<file path="src/rtl/apb_pkg.sv">
// Shared APB definitions: requester FSM states and the constant-register map
// exposed by the read-only slave on the same bus.
package apb_pkg;

  typedef enum logic [1:0] {
    IDLE   = 2'd0,
    SETUP  = 2'd1,
    ACCESS = 2'd2,
    RESP   = 2'd3
  } apb_m_state_t;

  localparam int unsigned PI_HIGH_OFS = 0;
  localparam int unsigned PI_LOW_OFS  = 1;
  localparam int unsigned E_HIGH_OFS  = 2;
  localparam int unsigned E_LOW_OFS   = 3;

endpackage

</file>
<file path="src/rtl/apb_const_reader.sv">
// APB read requester: expands (addr, len) commands into single-word APB reads
// and hands each word to a valid/ready response stream.
module apb_const_reader
  import apb_pkg::*;
#(
  parameter int ADDR_W    = 32,
  parameter int DATA_W    = 32,
  parameter int LEN_W     = 4,
  parameter int ADDR_STEP = 1,
  parameter int TIMEOUT   = 16
) (
  input  logic              pclk,
  input  logic              preset,
  input  logic              cmd_valid,
  output logic              cmd_ready,
  input  logic [ADDR_W-1:0] cmd_addr,
  input  logic [LEN_W-1:0]  cmd_len,
  output logic              rsp_valid,
  input  logic              rsp_ready,
  output logic [DATA_W-1:0] rsp_data,
  output logic              rsp_err,
  output logic              rsp_last,
  output logic              busy,
  output logic [ADDR_W-1:0] paddr,
  output logic              psel,
  output logic              penable,
  output logic              pwrite,
  output logic [DATA_W-1:0] pwdata,
  input  logic              pready,
  input  logic              pslverr,
  input  logic [DATA_W-1:0] prdata
);

  localparam int TO_W = (TIMEOUT > 0) ? $clog2(TIMEOUT + 1) : 1;

  apb_m_state_t     state;
  logic [LEN_W-1:0] remaining;
  logic [TO_W-1:0]  to_cnt;
  logic             timeout_hit;

  assign pwrite      = 1'b0;
  assign pwdata      = '0;
  assign cmd_ready   = ~busy;
  assign timeout_hit = (TIMEOUT != 0) && (to_cnt == TO_W'(TIMEOUT));

  // paddr doubles as the running beat address between beats
  always_ff @(posedge pclk) begin
    if (preset) begin
      state     <= IDLE;
      busy      <= 1'b0;
      psel      <= 1'b0;
      penable   <= 1'b0;
      paddr     <= '0;
      rsp_valid <= 1'b0;
      rsp_data  <= '0;
      rsp_err   <= 1'b0;
      rsp_last  <= 1'b0;
    end else begin
      case (state)
        IDLE: begin
          if (cmd_valid) begin
            paddr     <= cmd_addr;
            remaining <= cmd_len;
            psel      <= 1'b1;
            busy      <= 1'b1;
            state     <= SETUP;
          end
        end
        SETUP: begin
          penable <= 1'b1;
          to_cnt  <= '0;
          state   <= ACCESS;
        end
        ACCESS: begin
          // a completing pready takes priority over a simultaneous timeout
          if (pready) begin
            rsp_data  <= prdata;
            rsp_err   <= pslverr;
            rsp_last  <= (remaining == '0) | pslverr;
            rsp_valid <= 1'b1;
            psel      <= 1'b0;
            penable   <= 1'b0;
            state     <= RESP;
          end else if (timeout_hit) begin
            rsp_data  <= '0;
            rsp_err   <= 1'b1;
            rsp_last  <= 1'b1;
            rsp_valid <= 1'b1;
            psel      <= 1'b0;
            penable   <= 1'b0;
            state     <= RESP;
          end else begin
            to_cnt <= to_cnt + TO_W'(1);
          end
        end
        RESP: begin
          if (rsp_ready) begin
            rsp_valid <= 1'b0;
            if (rsp_last) begin
              busy  <= 1'b0;
              state <= IDLE;
            end else begin
              paddr     <= paddr + ADDR_W'(ADDR_STEP);
              remaining <= remaining - LEN_W'(1);
              psel      <= 1'b1;
              state     <= SETUP;
            end
          end
        end
        default: state <= IDLE;
      endcase
    end
  end

endmodule

</file>
<file path="config.mk">
export PLATFORM = sky130hd
export DESIGN_NAME = apb_const_reader
export DESIGN_NICKNAME = d
export VERILOG_FILES = /design/src/rtl/apb_pkg.sv /design/src/rtl/apb_const_reader.sv
export SDC_FILE = /design/constraint.sdc
export NUM_CORES = 1
export LEC_CHECK = 0
export ABC_CLOCK_PERIOD_IN_PS = 2400
export BUFFER_PORTS_ARGS = -buffer_cell sky130_fd_sc_hd__clkbuf_2
export CAP_MARGIN = 25
export CORE_ASPECT_RATIO = 2
export CORE_MARGIN = 5
export CORE_UTILIZATION = 49
export CTS_CLUSTER_DIAMETER = 100
export DETAILED_ROUTE_END_ITERATION = 12
export PLACE_DENSITY = 0.81
export SYNTH_ARGS = -nofsm -noshare
export SYNTH_HDL_FRONTEND = slang
export SYNTH_SLANG_ARGS = --single-unit
</file>
<file path="constraint.sdc">
create_clock -name pclk -period 2.4 [get_ports pclk]
set_input_delay 0.12 -clock pclk [delete_from_list [all_inputs] [get_ports pclk]]
set_output_delay 0.12 -clock pclk [all_outputs]
set_load 0.05 [all_outputs]
</file>
== Word-level counts from Yosys, hierarchy flattened ==
Cells that the tools add are included.

* Eq/ne operators: 11
* Reductions and logical operators: 16
* Bitwise logic cells: 3
* Add/subtract/negate cells: 3
* Muxes and demuxes: 35

{| class="wikitable"
|+ Operators by type and width
! cell !! count
|-
| $mux 32 || 5
|-
| $pmux 32 s2 || 1
|-
| $add 32x1->32 const B || 1
|-
| $mux 1 || 13
|-
| $mux 4 || 3
|-
| $ne 2x2->1 const B || 6
|-
| $reduce_and 4->1 || 3
|-
| $mux 5 || 2
|-
| $pmux 5 s2 || 1
|-
| $reduce_and 5->1 || 2
|-
| $mux 2 || 4
|-
| $pmux 2 s4 || 1
|-
| $pmux 4 s2 || 1
|-
| $reduce_bool 2->1 || 4
|-
| $pmux 1 s2 || 3
|-
| $reduce_and 3->1 || 2
|-
| $add 5x1->5 const B || 1
|-
| $eq 5x5->1 const B || 1
|-
| $eq 2x2->1 const B || 2
|-
| $logic_not 4->1 || 1
|-
| $reduce_and 2->1 || 2
|-
| $sub 4x1->4 const B || 1
|-
| $ne 3x3->1 const B || 1
|-
| $pmux 1 s3 || 1
|-
| other kinds (5) || 6
|}

* Bits of input ports: 74
* Bits in registers: 81
* Output and inout bits: 104

== Depth between registers and ports, before layout ==
* Depth in word-level cells: 4
* Mapped depth: 8

== Worst setup path after synthesis ==
Ideal clock, no wire load.

* Path kind: reg2reg
* Start point: reg paddr[6]
* End point: reg paddr[17]
* Clock period less this slack: 2.359 ns
* Stages on the path, launching flop included: 7
* Slack: 0.041 ns
* Arrival time: 2.285 ns
* Path through: dfxtp_1 -> clkbuf_2 -> nand4_2 -> nor3_1 -> nand3_1 -> or4_2 -> a31oi_1

* Cells in the longest elaborated chain, start to end: 4

{| class="wikitable"
|+ Ends and longest elaborated chain
! what !! line !! text
|-
| from (decl) || apb_const_reader.sv:24 || <nowiki>output logic [ADDR_W-1:0] paddr,</nowiki>
|-
| from (signal assigned) || apb_const_reader.sv:62 || <nowiki>paddr <= cmd_addr;</nowiki>
|-
| from (signal assigned) || apb_const_reader.sv:103 || <nowiki>paddr <= paddr + ADDR_W'(ADDR_STEP);</nowiki>
|-
| $add 32x1->32 || apb_const_reader.sv:103 ||
|-
| $mux 32 || apb_const_reader.sv:99 || <nowiki>if (rsp_last) begin</nowiki>
|-
| $mux 32 || apb_const_reader.sv:97 || <nowiki>if (rsp_ready) begin</nowiki>
|-
| $pmux 32 s2 || apb_const_reader.sv:59 || <nowiki>case (state)</nowiki>
|}

No other way between the ends. The select of a mux whose other input is x is not followed.
A chain may end at the register's enable or synchronous reset.

== Worst setup path after layout ==
* Start point: reg paddr[10]
* End point: reg paddr[20]

Same word-level chain as after synthesis.

==> results.json <==
{
  "gr-max-usage-layer": "met2",
  "final.setup.tns_ps": 0,
  "critical_path.top_delay_family": "simple AND/OR/NAND/NOR gates",
  "synth.avg_cell_area_um2": 8.35,
  "resized_after_cts": 0,
  "final_min_period_ps": 2160,
  "p_leak_nw": 2.37,
  "power.clock.fraction": 0.206,
  "maxCapViolations": 0,
  "overflow": 0,
  "ys_seq_area_frac": 0.390,
  "grt_first_pass_wirelength_um": 20300,
  "globalRouteMet2Util": 0.405,
  "run_status": "finished clean",
  "design.portCount": 178,
  "worst-path-buf-inv": 0,
  "crit_path_category": "reg -> reg",
  "number_of_global_route_vias_before_repair": 4396,
  "max-clock-path-buffers": 2,
  "synthDistinctLibCells": 65,
  "path_max_fanout": 9,
  "place_inst": 759,
  "drc": 0,
  "cp_common_cell": "sky130_fd_sc_hd__or4_1",
  "timing.critical_path.arrival_ps": 2420,
  "area.sequential_mm2": 0.00171,
  "cts_clock_pin_slew_for_the_worst_setup_and_hold_paths_ps": 60,
  "ir_drop_v": 0.000784,
  "drt.antenna.violating_nets": 0,
  "number_of_antenna_violations_at_the_first_check_in_global_routing": 0,
  "slowest_stage": "sky130_fd_sc_hd__or4_1",
  "cp.required_ps": 2660,
  "slew_viols_final": 0,
  "hold_viol": 0,
  "io_buffer_count": 144,
  "rows": 49,
  "clock_sink_count": 81,
  "async_s_r_ff_share_synth": 0,
  "power_frac_comb": 0.487,
  "sw_frac_of_total": 0.477,
  "synth_enable_flop_cells": 9,
  "globalRouteMet3Util": 0.0627,
  "avgViaCountPerCell": 5.86,
  "hp-class": "in -> reg",
  "synth-seq-cells": 81,
  "final_cells": 775,
  "grt.met1_usage": 0.232,
  "die_height_um": 144,
  "antennaDiodeCount": 0,
  "placed_area_mm2": 0.00513,
  "clock_latency_late_sink_ps": 330,
  "timing.final.crit_share": 0.902,
  "rsz0062_at_grt": "false",
  "timing.final.setup_violations": 0,
  "placeableCoreArea_mm2": 0.00889,
  "drt_first_pass_iters": 7,
  "yosysWarnings": 0,
  "post-route-util": 0.614,
  "cts_inserted_buffers": 9,
  "post_drt_wl_per_cell_um": 16.8,
  "finalWirelength_um": 13000,
  "seq_power_share": 0.306,
  "drtIter0Drc": 290,
  "multiInputGateArea_mm2": 0.00234,
  "fmaxAchievable_ghz": 0.462,
  "worst-slew-pin-transition_ps": 543,
  "detailroute.via_count": 4543,
  "power-per-cell-area_mw_per_mm2": 1320,
  "setup.worst_path.end_class": "flip-flop",
  "crit_path_cell_trace": "and4_1 -> nand3_1 -> or4_1 -> or4_1 -> a31oi_1",
  "area_growth_pct": 24.4,
  "post-cts-setup-buffer-count": 0,
  "power.net_switching_mw": 3.43,
  "layout.filler_cells": 776,
  "worst_setup_path_start_kind": "flip-flop",
  "post_synth_inst_count": 526,
  "grt.total_usage": 0.224,
  "floorplan.die.width_um": 76.9,
  "post-dp-hpwl_um": 9800,
  "grt_start_max_net_pins": 43,
  "effective_utilization_at_floorplan": 0.494,
  "ctsHtreeMaxLevel": 3,
  "floorplan.die_area_mm2": 0.0111,
  "netlist_area_mm2": 0.00439,
  "clock_tree.root_cell": "sky130_fd_sc_hd__clkbuf_16",
  "ctsHoldBuffers": 0,
  "fin_worst_skew_ps": 8.08,
  "gpl.final_weighted_congestion": 0.891,
  "post-route-cell-area_mm2": 0.00546,
  "num-nets-final": 750,
  "timing.slew.headroom": 0.635,
  "drive_gt1_frac": 0.290,
  "critPathMaxStageDelay_ps": 550,
  "clock_tree_from_tritoncts": "done",
  "internal_power_mw": 3.77,
  "synth_flop_cell": "sky130_fd_sc_hd__dfxtp_1"
}
[layout make-up]
type / count / share of cell area
clock inverter: 2 / 0.0110
sequential: 81 / 0.313
tap: 102 / 0.0234
multi-input combinational: 393 / 0.428
inverter: 18 / 0.0124
timing repair buffer: 165 / 0.164
clock buffer: 14 / 0.0483
[kinds of logic (layout without fill, tap and decap cells)]
kind of cell    count (synthesis)  after routing  synth area share
buf+inv                        84            199             0.107
other cells                     1             33          0.000854
xor+xnor                        5              5           0.00997
fa+ha+maj                       8              8            0.0228
mux                             9              9            0.0214
flops                          81             81             0.390
simple gates                  193            193             0.232
compound gates                145            145             0.216
[state kept, by name, summed over array words and instances, names as in the netlist, 2 cells and up]
signal,cells
paddr,32
state,2
to_cnt,5
rsp_data,32
remaining,4
[power by group through the flow]
stage / Clock, mW / Sequential, mW / Combinational (mW)
6_report: 1.49 / 2.20 / 3.51
5_1_grt: 1.57 / 2.26 / 3.77
4_1_cts: 1.51 / 2.19 / 3.50
3_5_place_dp: 0 / 2.22 / 3.49
3_3_place_gp: 0 / 2.19 / 3.43
2_1_floorplan: 0 / 3.13 / 1.60
[worst min-delay path, cell delays in order]
cell	delay [ps]
sky130_fd_sc_hd__clkbuf_2	80
sky130_fd_sc_hd__a22oi_1	50
sky130_fd_sc_hd__nor2_1	70
[metal layers]
layer | up-vias | share of wire
met5 | - | 0
li1 | 2148 | -
met1 | 2115 | 0.35
met3 | 43 | 0.088
met2 | 237 | 0.52
met4 | 0 | 0.039
[cell usage in the layout, fill, tap and decap left out, types with 3 or more instances in the layout]
cell type,n
sky130_fd_sc_hd__a211oi_1,4
sky130_fd_sc_hd__a21oi_1,38
sky130_fd_sc_hd__a22oi_1,39
sky130_fd_sc_hd__a311oi_1,3
sky130_fd_sc_hd__a31oi_1,6
sky130_fd_sc_hd__and2_1,6
sky130_fd_sc_hd__and3_1,11
sky130_fd_sc_hd__and4_1,5
sky130_fd_sc_hd__buf_4,19
sky130_fd_sc_hd__clkbuf_1,3
sky130_fd_sc_hd__clkbuf_16,9
sky130_fd_sc_hd__clkbuf_2,144
sky130_fd_sc_hd__conb_1,33
sky130_fd_sc_hd__dfxtp_1,72
sky130_fd_sc_hd__edfxtp_1,9
sky130_fd_sc_hd__ha_1,8
sky130_fd_sc_hd__inv_1,18
sky130_fd_sc_hd__mux2_2,3
sky130_fd_sc_hd__mux2i_1,6
sky130_fd_sc_hd__nand2_1,39
sky130_fd_sc_hd__nand2b_1,3
sky130_fd_sc_hd__nand3_1,17
sky130_fd_sc_hd__nand3b_1,3
sky130_fd_sc_hd__nand4_1,8
sky130_fd_sc_hd__nand4_2,3
sky130_fd_sc_hd__nor2_1,51
sky130_fd_sc_hd__nor2b_1,8
sky130_fd_sc_hd__nor3_1,14
sky130_fd_sc_hd__nor4_1,3
sky130_fd_sc_hd__o211ai_1,8
sky130_fd_sc_hd__o21ai_0,21
sky130_fd_sc_hd__o22ai_1,5
sky130_fd_sc_hd__o32ai_1,4
sky130_fd_sc_hd__or4_1,6
sky130_fd_sc_hd__xnor2_1,4
[synthesized netlist by cell type (4+ instances only)]
cell type | number | area, um^2
sky130_fd_sc_hd__edfxtp_1 | 9 | 270
sky130_fd_sc_hd__a31oi_1 | 6 | 37.5
sky130_fd_sc_hd__dfxtp_1 | 72 | 1440
sky130_fd_sc_hd__a22oi_1 | 39 | 293
sky130_fd_sc_hd__ha_1 | 8 | 100
sky130_fd_sc_hd__nand3_1 | 17 | 85.1
sky130_fd_sc_hd__a211oi_1 | 4 | 30.0
sky130_fd_sc_hd__or4_1 | 6 | 45.0
sky130_fd_sc_hd__o32ai_1 | 4 | 35.0
sky130_fd_sc_hd__inv_1 | 18 | 67.6
sky130_fd_sc_hd__nor2_1 | 52 | 195
sky130_fd_sc_hd__and4_1 | 5 | 43.8
sky130_fd_sc_hd__nand4_1 | 8 | 50.1
sky130_fd_sc_hd__nor3_1 | 14 | 70.1
sky130_fd_sc_hd__o22ai_1 | 5 | 31.3
sky130_fd_sc_hd__mux2i_1 | 6 | 60.1
sky130_fd_sc_hd__xnor2_1 | 4 | 35.0
sky130_fd_sc_hd__clkbuf_1 | 23 | 86.3
sky130_fd_sc_hd__nor2b_1 | 8 | 50.1
sky130_fd_sc_hd__a21oi_1 | 38 | 190
sky130_fd_sc_hd__o211ai_1 | 8 | 60.1
sky130_fd_sc_hd__and2_1 | 6 | 37.5
sky130_fd_sc_hd__buf_4 | 34 | 255
sky130_fd_sc_hd__and3_1 | 11 | 68.8
sky130_fd_sc_hd__o21ai_0 | 21 | 105
sky130_fd_sc_hd__nand2_1 | 39 | 146
[metrics by stage]
stage	power (mW)	hold slack, ps	worst slack [ps]
after global routing	7.61	27.9	10.3
after floorplan	4.74	268	40.8
after detailed placement	5.71	367	195
final	7.20	26.6	236
after CTS	7.20	15.9	152
after global placement	5.61	355	308
[path summary, 6_finish.rpt]
kind	end	cells after the start	from	slack, ps
setup / recovery	paddr[20]$_SDFFE_PP0P_	5	paddr[10]$_SDFFE_PP0P_	240
hold / removal	rsp_data[8]$_SDFFE_PP0P_	3	prdata[8]	30
setup reg to reg	paddr[20]$_SDFFE_PP0P_	5	paddr[10]$_SDFFE_PP0P_	240
hold reg to reg	rsp_err$_SDFFE_PP0P_	2	rsp_err$_SDFFE_PP0P_	460
No activity file was read; power rests on OpenSTA's default activity.
